## src/rtl/traffic_phase_ctrl.sv

```systemverilog
// traffic_phase_ctrl
// Phase sequencer for a two-road intersection (NS main road, EW side road).
// State and timers advance only on clock edges where the 100 ms tick is high.
// Side-road vehicle and pedestrian requests are latched. A flashing mode is
// entered for night or fault operation.
//
// Ports
//   clk       system clock
//   rst       synchronous reset, active-high
//   tick      one-clock pulse every 100 ms
//   ew_req    side-road vehicle sensor (level)
//   ped_req   pedestrian button (pulse or level)
//   flash_en  flashing-mode request (level)
//   ns_light  NS head {R,Y,G}; 000 during the flash off-phase
//   ew_light  EW head {R,Y,G}; 000 during the flash off-phase
//   ped_walk  walk lamp for crossing NS
//   remain    ticks left in the current phase
//   phase     current state code
module traffic_phase_ctrl #(
  parameter int unsigned CW         = 10,
  parameter int unsigned T_NS_MIN   = 300,
  parameter int unsigned T_EW_GREEN = 200,
  parameter int unsigned T_YELLOW   = 30,
  parameter int unsigned T_ALLRED   = 10,
  parameter int unsigned T_WALK     = 100,
  parameter int unsigned T_FLASH    = 5
) (
  input  logic          clk,
  input  logic          rst,
  input  logic          tick,
  input  logic          ew_req,
  input  logic          ped_req,
  input  logic          flash_en,
  output logic [2:0]    ns_light,
  output logic [2:0]    ew_light,
  output logic          ped_walk,
  output logic [CW-1:0] remain,
  output logic [2:0]    phase
);

  typedef enum logic [2:0] {
    StNsGreen  = 3'd0,
    StNsYellow = 3'd1,
    StAllRed1  = 3'd2,
    StEwGreen  = 3'd3,
    StEwYellow = 3'd4,
    StAllRed2  = 3'd5,
    StFlash    = 3'd6
  } state_e;

  // Last elapsed value of each timed state (state of length T exits at T-1).
  localparam logic [CW-1:0] NsMinLast   = CW'(T_NS_MIN - 1);
  localparam logic [CW-1:0] EwGreenLast = CW'(T_EW_GREEN - 1);
  localparam logic [CW-1:0] YellowLast  = CW'(T_YELLOW - 1);
  localparam logic [CW-1:0] AllRedLast  = CW'(T_ALLRED - 1);
  localparam logic [CW-1:0] FlashLast   = CW'(T_FLASH - 1);
  localparam logic [CW-1:0] WalkLen     = CW'(T_WALK);

  localparam logic [2:0] LampRed    = 3'b100;
  localparam logic [2:0] LampYellow = 3'b010;
  localparam logic [2:0] LampGreen  = 3'b001;
  localparam logic [2:0] LampOff    = 3'b000;

  state_e        state_q, state_d;
  logic [CW-1:0] elapsed_q, elapsed_d;
  logic          ew_pend_q, ew_pend_d;
  logic          ped_pend_q, ped_pend_d;
  logic          ped_served_q, ped_served_d;
  logic          lit_q, lit_d;

  logic [2:0]    ns_q, ns_d;
  logic [2:0]    ew_q, ew_d;
  logic          walk_q, walk_d;
  logic [CW-1:0] remain_q, remain_d;
  logic [2:0]    phase_q;

  // Next state, phase timer and flash blink.
  always_comb begin
    state_d   = state_q;
    elapsed_d = elapsed_q;
    lit_d     = lit_q;
    if (tick) begin
      elapsed_d = elapsed_q + 1'b1;
      case (state_q)
        StNsGreen: begin
          if (flash_en || ((elapsed_q >= NsMinLast) && (ew_pend_q || ped_pend_q))) begin
            state_d = StNsYellow;
          end else if (elapsed_q >= NsMinLast) begin
            elapsed_d = NsMinLast;  // rest with the timer saturated
          end
        end
        StNsYellow: if (elapsed_q == YellowLast) state_d = StAllRed1;
        StAllRed1:  if (elapsed_q == AllRedLast) state_d = flash_en ? StFlash : StEwGreen;
        StEwGreen:  if (flash_en || (elapsed_q == EwGreenLast)) state_d = StEwYellow;
        StEwYellow: if (elapsed_q == YellowLast) state_d = StAllRed2;
        StAllRed2:  if (elapsed_q == AllRedLast) state_d = flash_en ? StFlash : StNsGreen;
        StFlash: begin
          if (!flash_en) begin
            state_d = StAllRed2;
          end else if (elapsed_q == FlashLast) begin
            // In FLASH the timer counts the half-period instead of the phase.
            elapsed_d = '0;
            lit_d     = ~lit_q;
          end
        end
        default: state_d = StAllRed2;
      endcase
      if (state_d != state_q) begin
        elapsed_d = '0;
        lit_d     = 1'b1;
      end
    end
  end

  // Request latches; requests arriving while EW is green are dropped.
  always_comb begin
    ew_pend_d    = ew_pend_q  | (ew_req  && (state_q != StEwGreen));
    ped_pend_d   = ped_pend_q | (ped_req && (state_q != StEwGreen));
    ped_served_d = ped_served_q;
    if ((state_d == StEwGreen) && (state_q != StEwGreen)) begin
      ew_pend_d    = 1'b0;
      ped_pend_d   = 1'b0;
      ped_served_d = ped_pend_q;
    end
  end

  // Outputs are decoded from the next state so they can be registered.
  always_comb begin
    ns_d     = LampRed;
    ew_d     = LampRed;
    remain_d = '0;
    walk_d   = (state_d == StEwGreen) && ped_served_d && (elapsed_d < WalkLen);
    case (state_d)
      StNsGreen: begin
        ns_d     = LampGreen;
        remain_d = NsMinLast - elapsed_d;
      end
      StNsYellow: begin
        ns_d     = LampYellow;
        remain_d = YellowLast - elapsed_d;
      end
      StEwGreen: begin
        ew_d     = LampGreen;
        remain_d = EwGreenLast - elapsed_d;
      end
      StEwYellow: begin
        ew_d     = LampYellow;
        remain_d = YellowLast - elapsed_d;
      end
      StFlash: begin
        ns_d     = lit_d ? LampYellow : LampOff;
        ew_d     = lit_d ? LampRed : LampOff;
        remain_d = '0;
      end
      default: remain_d = AllRedLast - elapsed_d;  // both all-red phases
    endcase
  end

  always_ff @(posedge clk) begin
    if (rst) begin
      state_q      <= StAllRed2;
      elapsed_q    <= '0;
      ew_pend_q    <= 1'b0;
      ped_pend_q   <= 1'b0;
      ped_served_q <= 1'b0;
      lit_q        <= 1'b1;
      ns_q         <= LampRed;
      ew_q         <= LampRed;
      walk_q       <= 1'b0;
      remain_q     <= AllRedLast;
      phase_q      <= StAllRed2;
    end else begin
      state_q      <= state_d;
      elapsed_q    <= elapsed_d;
      ew_pend_q    <= ew_pend_d;
      ped_pend_q   <= ped_pend_d;
      ped_served_q <= ped_served_d;
      lit_q        <= lit_d;
      ns_q         <= ns_d;
      ew_q         <= ew_d;
      walk_q       <= walk_d;
      remain_q     <= remain_d;
      phase_q      <= state_d;
    end
  end

  assign ns_light = ns_q;
  assign ew_light = ew_q;
  assign ped_walk = walk_q;
  assign remain   = remain_q;
  assign phase    = phase_q;

endmodule

```

## config.mk

```make
export PLATFORM = sky130hd
export DESIGN_NAME = traffic_phase_ctrl
export DESIGN_NICKNAME = d
export VERILOG_FILES = /design/src/rtl/traffic_phase_ctrl.sv
export SDC_FILE = /design/constraint.sdc
export NUM_CORES = 1
export LEC_CHECK = 0
export BUFFER_PORTS_ARGS = -buffer_cell sky130_fd_sc_hd__buf_4
export CAP_MARGIN = 20
export CORE_MARGIN = 2
export CORE_UTILIZATION = 50
export DETAILED_ROUTE_END_ITERATION = 7
export GPL_ROUTABILITY_DRIVEN = 0
export PLACE_DENSITY = 0.71
export SYNTH_ARGS = -nofsm -noshare
export SYNTH_HDL_FRONTEND = slang
export SYNTH_SLANG_ARGS = --single-unit
```

## constraint.sdc

```tcl
create_clock -name clk -period 5.16 [get_ports clk]
set_input_delay 1.29 -clock clk [delete_from_list [all_inputs] [get_ports clk]]
set_output_delay 1.29 -clock clk [all_outputs]
set_load 0.02 [all_outputs]
```

**After elaboration in Yosys (flattened, before gate mapping)**

Cells that the tools add are included.

- Flip-flop bits (word level): 34
- Input port bits: 6
- Logic and storage cells: 79

- Add/sub/neg operators: 5
- Magnitude comparators: 2
- Equal/unequal tests: 16
- Muxes and demuxes: 30
- Bitwise logic cells: 3
- Reduce and logical (&&, ||, !) cells: 13

Operators by type and width:

| operator | number |
|---|---|
| $mux W10 | 6 |
| $pmux W10 S4 | 1 |
| $mux W3 | 12 |
| $pmux W3 S7 | 1 |
| $pmux W10 S2 | 1 |
| $pmux W3 S3 | 2 |
| $eq A3 B3 Y1 const B | 5 |
| $add A10 B1 Y10 const B | 1 |
| $eq A10 B3 Y1 const B | 1 |
| $eq A10 B4 Y1 const B | 1 |
| $eq A10 B5 Y1 const B | 1 |
| $eq A10 B8 Y1 const B | 1 |
| $ge A10 B9 Y1 const B | 1 |
| $lt A10 B7 Y1 const B | 1 |
| $sub A4 B10 Y10 const A | 1 |
| $sub A5 B10 Y10 const A | 1 |
| $sub A8 B10 Y10 const A | 1 |
| $sub A9 B10 Y10 const A | 1 |
| $eq A3 B2 Y1 const B | 3 |
| $eq A3 B1 Y1 const B | 2 |
| $logic_and A1 B1 Y1 | 6 |
| $logic_not A3 Y1 | 2 |
| $mux W1 | 6 |
| $reduce_or A2 Y1 | 2 |
| 6 further kinds | 9 |

**Depth between registers and ports, before layout**

- Word-level depth: 12
- Mapped depth: 17
- Gate-level depth less buffers: 16

**Worst setup path after synthesis**

No wires, ideal clock.

- Kind: in2reg
- From: in flash_en
- To: reg remain_q[9], in the netlist remain[9]
- Library setup time: 0.133 ns
- Arrival: 4.011 ns
- Required time: 5.027 ns
- Path slack: 1.016 ns
- Stages on the path: 14
- Path through: and2_1 > a41oi_1 > o22ai_1 > a21o_1 > buf_2 > or4_1 > and3_1 > buf_6 > ha_1 > nand3b_1 > a22o_1 > a21oi_1 > mux2i_1 > o221ai_1

- Word-level cells in the longest chain between the ends: 9

Ends and longest elaborated chain:

| item | line | RTL |
|---|---|---|
| start: declaration | 33 | `input logic flash_en,` |
| $mux W3, or another cell as far along | 93 | `StAllRed1: if (elapsed_q == AllRedLast) state_d = flash_en ? StFlash : StEwGreen;` |
| $mux W3, on equally long branches | -- |  |
| $pmux W3 S7 | 84 | `case (state_q)` |
| $mux W3 | 82 | `if (tick) begin` |
| $ne A3 B3 Y1 | 108 | `if (state_d != state_q) begin` |
| $mux W10 | 108 |  |
| $mux W10 | 82 |  |
| $sub A4 B10 Y10, or another cell as far along | 155 | `default: remain_d = AllRedLast - elapsed_d;` |
| $pmux W10 S4 (*) | 133 | `case (state_d)` |
| end signal: assignment | 170 | `remain_q <= AllRedLast;` |
| end signal: assignment | 182 | `remain_q <= remain_d;` |
| end: declaration | 74 | `logic [CW-1:0] remain_q, remain_d;` |

Mark *: on every way between the ends. The rest lies on a longest branch, timed or not. The select of a mux whose other input is x is not followed.
A chain may end at the register's enable or synchronous reset.

**Worst setup path after layout**

- From: in flash_en
- To: reg remain_q[5], in the netlist remain[5]

Same word-level chain as after synthesis.

==> flow_results.org <==
** Clock network
- H-tree lvl count :: 2
- The tree built by TritonCTS fans out to 34 sinks.
- Clock-pin slew reported for the worst setup and hold paths after clock tree synthesis :: 0.07 ns
- After clock tree synthesis, the setup repair step added 0 buffers.
- TritonCTS built the clock tree.
- CTS Buffer Depth :: 2
- For this design, the CTS-stage hold fixing added 0 buffers.
- In this run the clock root is driven by a sky130_fd_sc_hd__clkbuf_8.
- Post-CTS repair changed the size of 0 cells.
- Worst skew pair latency :: 0.29 ns
- Buffers inserted during clock tree synthesis total 5.

** GRT
- Largest net degree at the start of global routing :: 34
- Number of global-route vias before repair :: 2255
- Across every metal layer, demand over resource in global routing totals 23.3%.
- The number of antenna violations at the first check in global routing came to 0.
- GRT Residual Overflow :: 0
- The first global-routing pass estimated 11200 um of wire.

** Die
- The floorplan step set the die height to 77.2 um.
- The die is 77.2 um wide.
- Once the floorplan was initialized, standard cells occupied 52.1% of the core.
- The floorplan step defined a core boundary enclosing 5140 sq um.
- During I/O placement, the number of pins put on the boundary was 26.
- Site Rows :: 26
- Die Area :: 5960 sq um

** Power
- Leakage power total :: 1.24 nW
- For this design the ratio of total power to cell area is 194 nW/um^2.
- VDD sags by at most 0.133 mV.

** STA
- Clock skew on the completed layout was measured at 0.00567 ns.
- Final critical-path setup slack :: 0.846 ns
- Setup repair after global routing left no endpoint under its margin.
- Final count of hold timing violations :: 0
- Final worst path period share :: 83.6%
- Slew of the pin with the lowest slew margin :: 0.751 ns
- Fin Setup TNS :: 0 ns
- Highest Clock Rate :: 232 MHz
- Final setup violation count :: 0
- The total count of max-transition violations in the final report came to 0.
- The smallest clock period supported by the final layout is computed as 4.31 ns.
- Worst-case headroom to the max-slew limit :: 50.0%

** Yosys
- Post-synth top area cell :: sky130_fd_sc_hd__dfxtp_1
- The share of synthesized area in the top cell type comes to 25.4%.
- Counting distinct cell types in the post-synthesis netlist gives 73.
- The synthesized netlist occupies a cell area of 2680 sq um.
- The number of nets in the synthesized netlist is 349.
- After synthesis, the largest family of logic cells by area is simple AND/OR/NAND/NOR gates.
- For this run, the leading register cell type out of synthesis is sky130_fd_sc_hd__dfxtp_1.
- Post-Synth XOR/XNOR Area :: 3.92%
- Compound-cell area share of the yosys netlist :: 29.5%
- Number of enable flip-flop cells after synthesis :: 0
- For this run, the number of Yosys warnings is 0.
- Leading cell types by total area after synthesis :: sky130_fd_sc_hd__dfxtp_1 25%, sky130_fd_sc_hd__nand2_1 4.8%, sky130_fd_sc_hd__nor2_1 4.5%
- Simple-gate share of the synthesized area :: 30.1%
- Of the synthesized area, sequential elements account for 25.4%.
- Measured against the total synthesized area, the mux share comes to 1.12%.
- Number of synthesized register bits :: 34
- Mean post-synth cell area :: 8.05 sq um
- Adder-cell area share of the yosys netlist :: 4.95%
- After synthesis, the share of flip-flops with an asynchronous set or reset is 0%.
- Gate count after technology mapping :: 333

** Drt
- In the final routed layout, each cell accounts on average for 16.1 um.
- The count of nets left with antenna violations once routing finished came out at 0.
- The first detailed-routing pass ran for 4 iterations.
- Via count :: 2489
- Detailed router's first-iteration violation count :: 217
- After detailed routing, the number of vias per cell comes to 5.95.
- Final Routed Wirelength :: 6720 um
- For this run, design rule violations remaining after detail routing come to 0.

** Setup path
- The critical path in this run is classified as primary input to flop.
- For the worst setup path, the data arrival time is 4.50 ns.
- CP required :: 5.35 ns
- Along the worst path, the maximum fanout reaches 11.
- Worst Setup Start Kind :: primary input
- Category of the worst setup path capture point :: flop

** Final layout
- The post-route netlist has 15.8% of its cells at a drive strength greater than 1.
- Most frequent cells in the layout :: 34 x sky130_fd_sc_hd__nand2_1, 34 x sky130_fd_sc_hd__dfxtp_1, 32 x sky130_fd_sc_hd__nor2_1
- The number of antenna diodes in the final layout is 0.
- Relative to the synthesized area, the layout overhead comes to 10.3%.
- At the end of the flow, the number of nets in the layout was 363.

** Run status
- Result of the run :: finished, final reports clean

** Run
- Max-cap violations :: 0

** Hold path
- Worst hold path type :: flop to flop

** Placement
- Placement Setup Slack :: 0.569 ns
- Port buffering added 25 buffers.
- Once detailed placement completed, the half-perimeter wirelength came to 4750 um.
[layer usage]
metal | global-route usage, % | share of wire, %
met2 | 33.7 | 43
met3 | 4.00 | 5.9
met4 | 9.46 | 1.3
met5 | 0 | 0
met1 | 34.0 | 50
[cell type report]
| type | instances | area (sq um) |
|---|---|---|
| repair buffers | 26 | 195 |
| clock buffers | 7 | 86.3 |
| inverters | 10 | 37.5 |
| flip-flops and latches | 34 | 681 |
| fillers | 478 | 2180 |
| multi-input cells | 270 | 1860 |
| clock inverters | 1 | 5.00 |
| well taps | 70 | 87.6 |
[power by group]
part / internal, W / switching [W]
combinational: 0.0000355 / 0.0000506
sequential: 0.000271 / 0.00000597
clock: 0.000108 / 0.000101
[worst paths after layout]
kind / cells after the start / to / start / slack (ns)
hold reg to reg: 2 / ew_pend_q / ew_pend_q / 0.51
setup / recovery: 13 / remain[5] / flash_en / 0.85
setup reg to reg: 12 / remain[5] / elapsed_q[6] / 1.06
hold / removal: 2 / ew_pend_q / ew_pend_q / 0.51
[cells in the mapped netlist (3+ instances only)]
cell                       instances
sky130_fd_sc_hd__nand3_1          11
sky130_fd_sc_hd__mux2i_1           3
sky130_fd_sc_hd__a41oi_1           3
sky130_fd_sc_hd__xor2_1            5
sky130_fd_sc_hd__nand2b_1         12
sky130_fd_sc_hd__a21oi_1          23
sky130_fd_sc_hd__and3_1            4
sky130_fd_sc_hd__and2_1            5
sky130_fd_sc_hd__nor2b_1           6
sky130_fd_sc_hd__a22oi_1           3
sky130_fd_sc_hd__buf_2             4
sky130_fd_sc_hd__nor2_1           32
sky130_fd_sc_hd__clkbuf_1         11
sky130_fd_sc_hd__inv_1            10
sky130_fd_sc_hd__a211o_1           3
sky130_fd_sc_hd__dfxtp_1          34
sky130_fd_sc_hd__xnor2_1           7
sky130_fd_sc_hd__o32a_1            3
sky130_fd_sc_hd__a21o_1            8
sky130_fd_sc_hd__nand3b_1          3
sky130_fd_sc_hd__ha_1              9
sky130_fd_sc_hd__or2_2             3
sky130_fd_sc_hd__a22o_1            4
sky130_fd_sc_hd__nand2_1          34
sky130_fd_sc_hd__nor4_1            3
sky130_fd_sc_hd__o21ai_0          10
sky130_fd_sc_hd__nor3_1           14
sky130_fd_sc_hd__a31oi_1           6
sky130_fd_sc_hd__o41ai_2           3
[metrics by stage]
step	hold WS, ns	instances	area [sq um]	power (W)	util (%)
finish	0.512	418	2960	0.000573	57.5
global route	0.558	418	2960	0.000602	57.5
CTS	0.517	418	2960	0.000577	57.5
detailed placement	0.503	410	2860	0.000368	55.7
global placement	0.508	410	2860	0.000367	55.7
floorplan	0.447	333	2680	0.000343	-
[worst max-delay path, cell delays in order]
cell                        delay, ns
sky130_fd_sc_hd__buf_4           0.15
sky130_fd_sc_hd__nor2b_1         0.30
sky130_fd_sc_hd__a22oi_1         0.11
sky130_fd_sc_hd__o31ai_1         0.13
sky130_fd_sc_hd__a21o_1          0.39
sky130_fd_sc_hd__or3_1           0.21
sky130_fd_sc_hd__a2bb2oi_2       0.49
sky130_fd_sc_hd__ha_1            0.39
sky130_fd_sc_hd__a21o_1          0.18
sky130_fd_sc_hd__a41oi_1         0.26
sky130_fd_sc_hd__xnor2_1         0.19
sky130_fd_sc_hd__a21oi_1         0.10
sky130_fd_sc_hd__nor4_1          0.30
[flip-flops by register name, summed over array words and instances (netlist names)]
name,flops
remain,10
ped_pend_q,1
ped_served_q,1
phase,3
lit_q,1
elapsed_q,10
ns_light,3
ew_light,3
ped_walk,1
ew_pend_q,1
[kinds of logic (layout without fill, tap and decap cells)]
group | count (synthesis) | count (layout)
DFF | 34 | 34
AOI/OAI and AO/OA | 96 | 96
buffers and inverters | 29 | 44
xor gates and xnor gates | 12 | 12
and+or+nand+nor | 149 | 149
muxes | 3 | 3
adders and majority gates | 10 | 10
No activity file was read; power rests on OpenSTA's default activity.
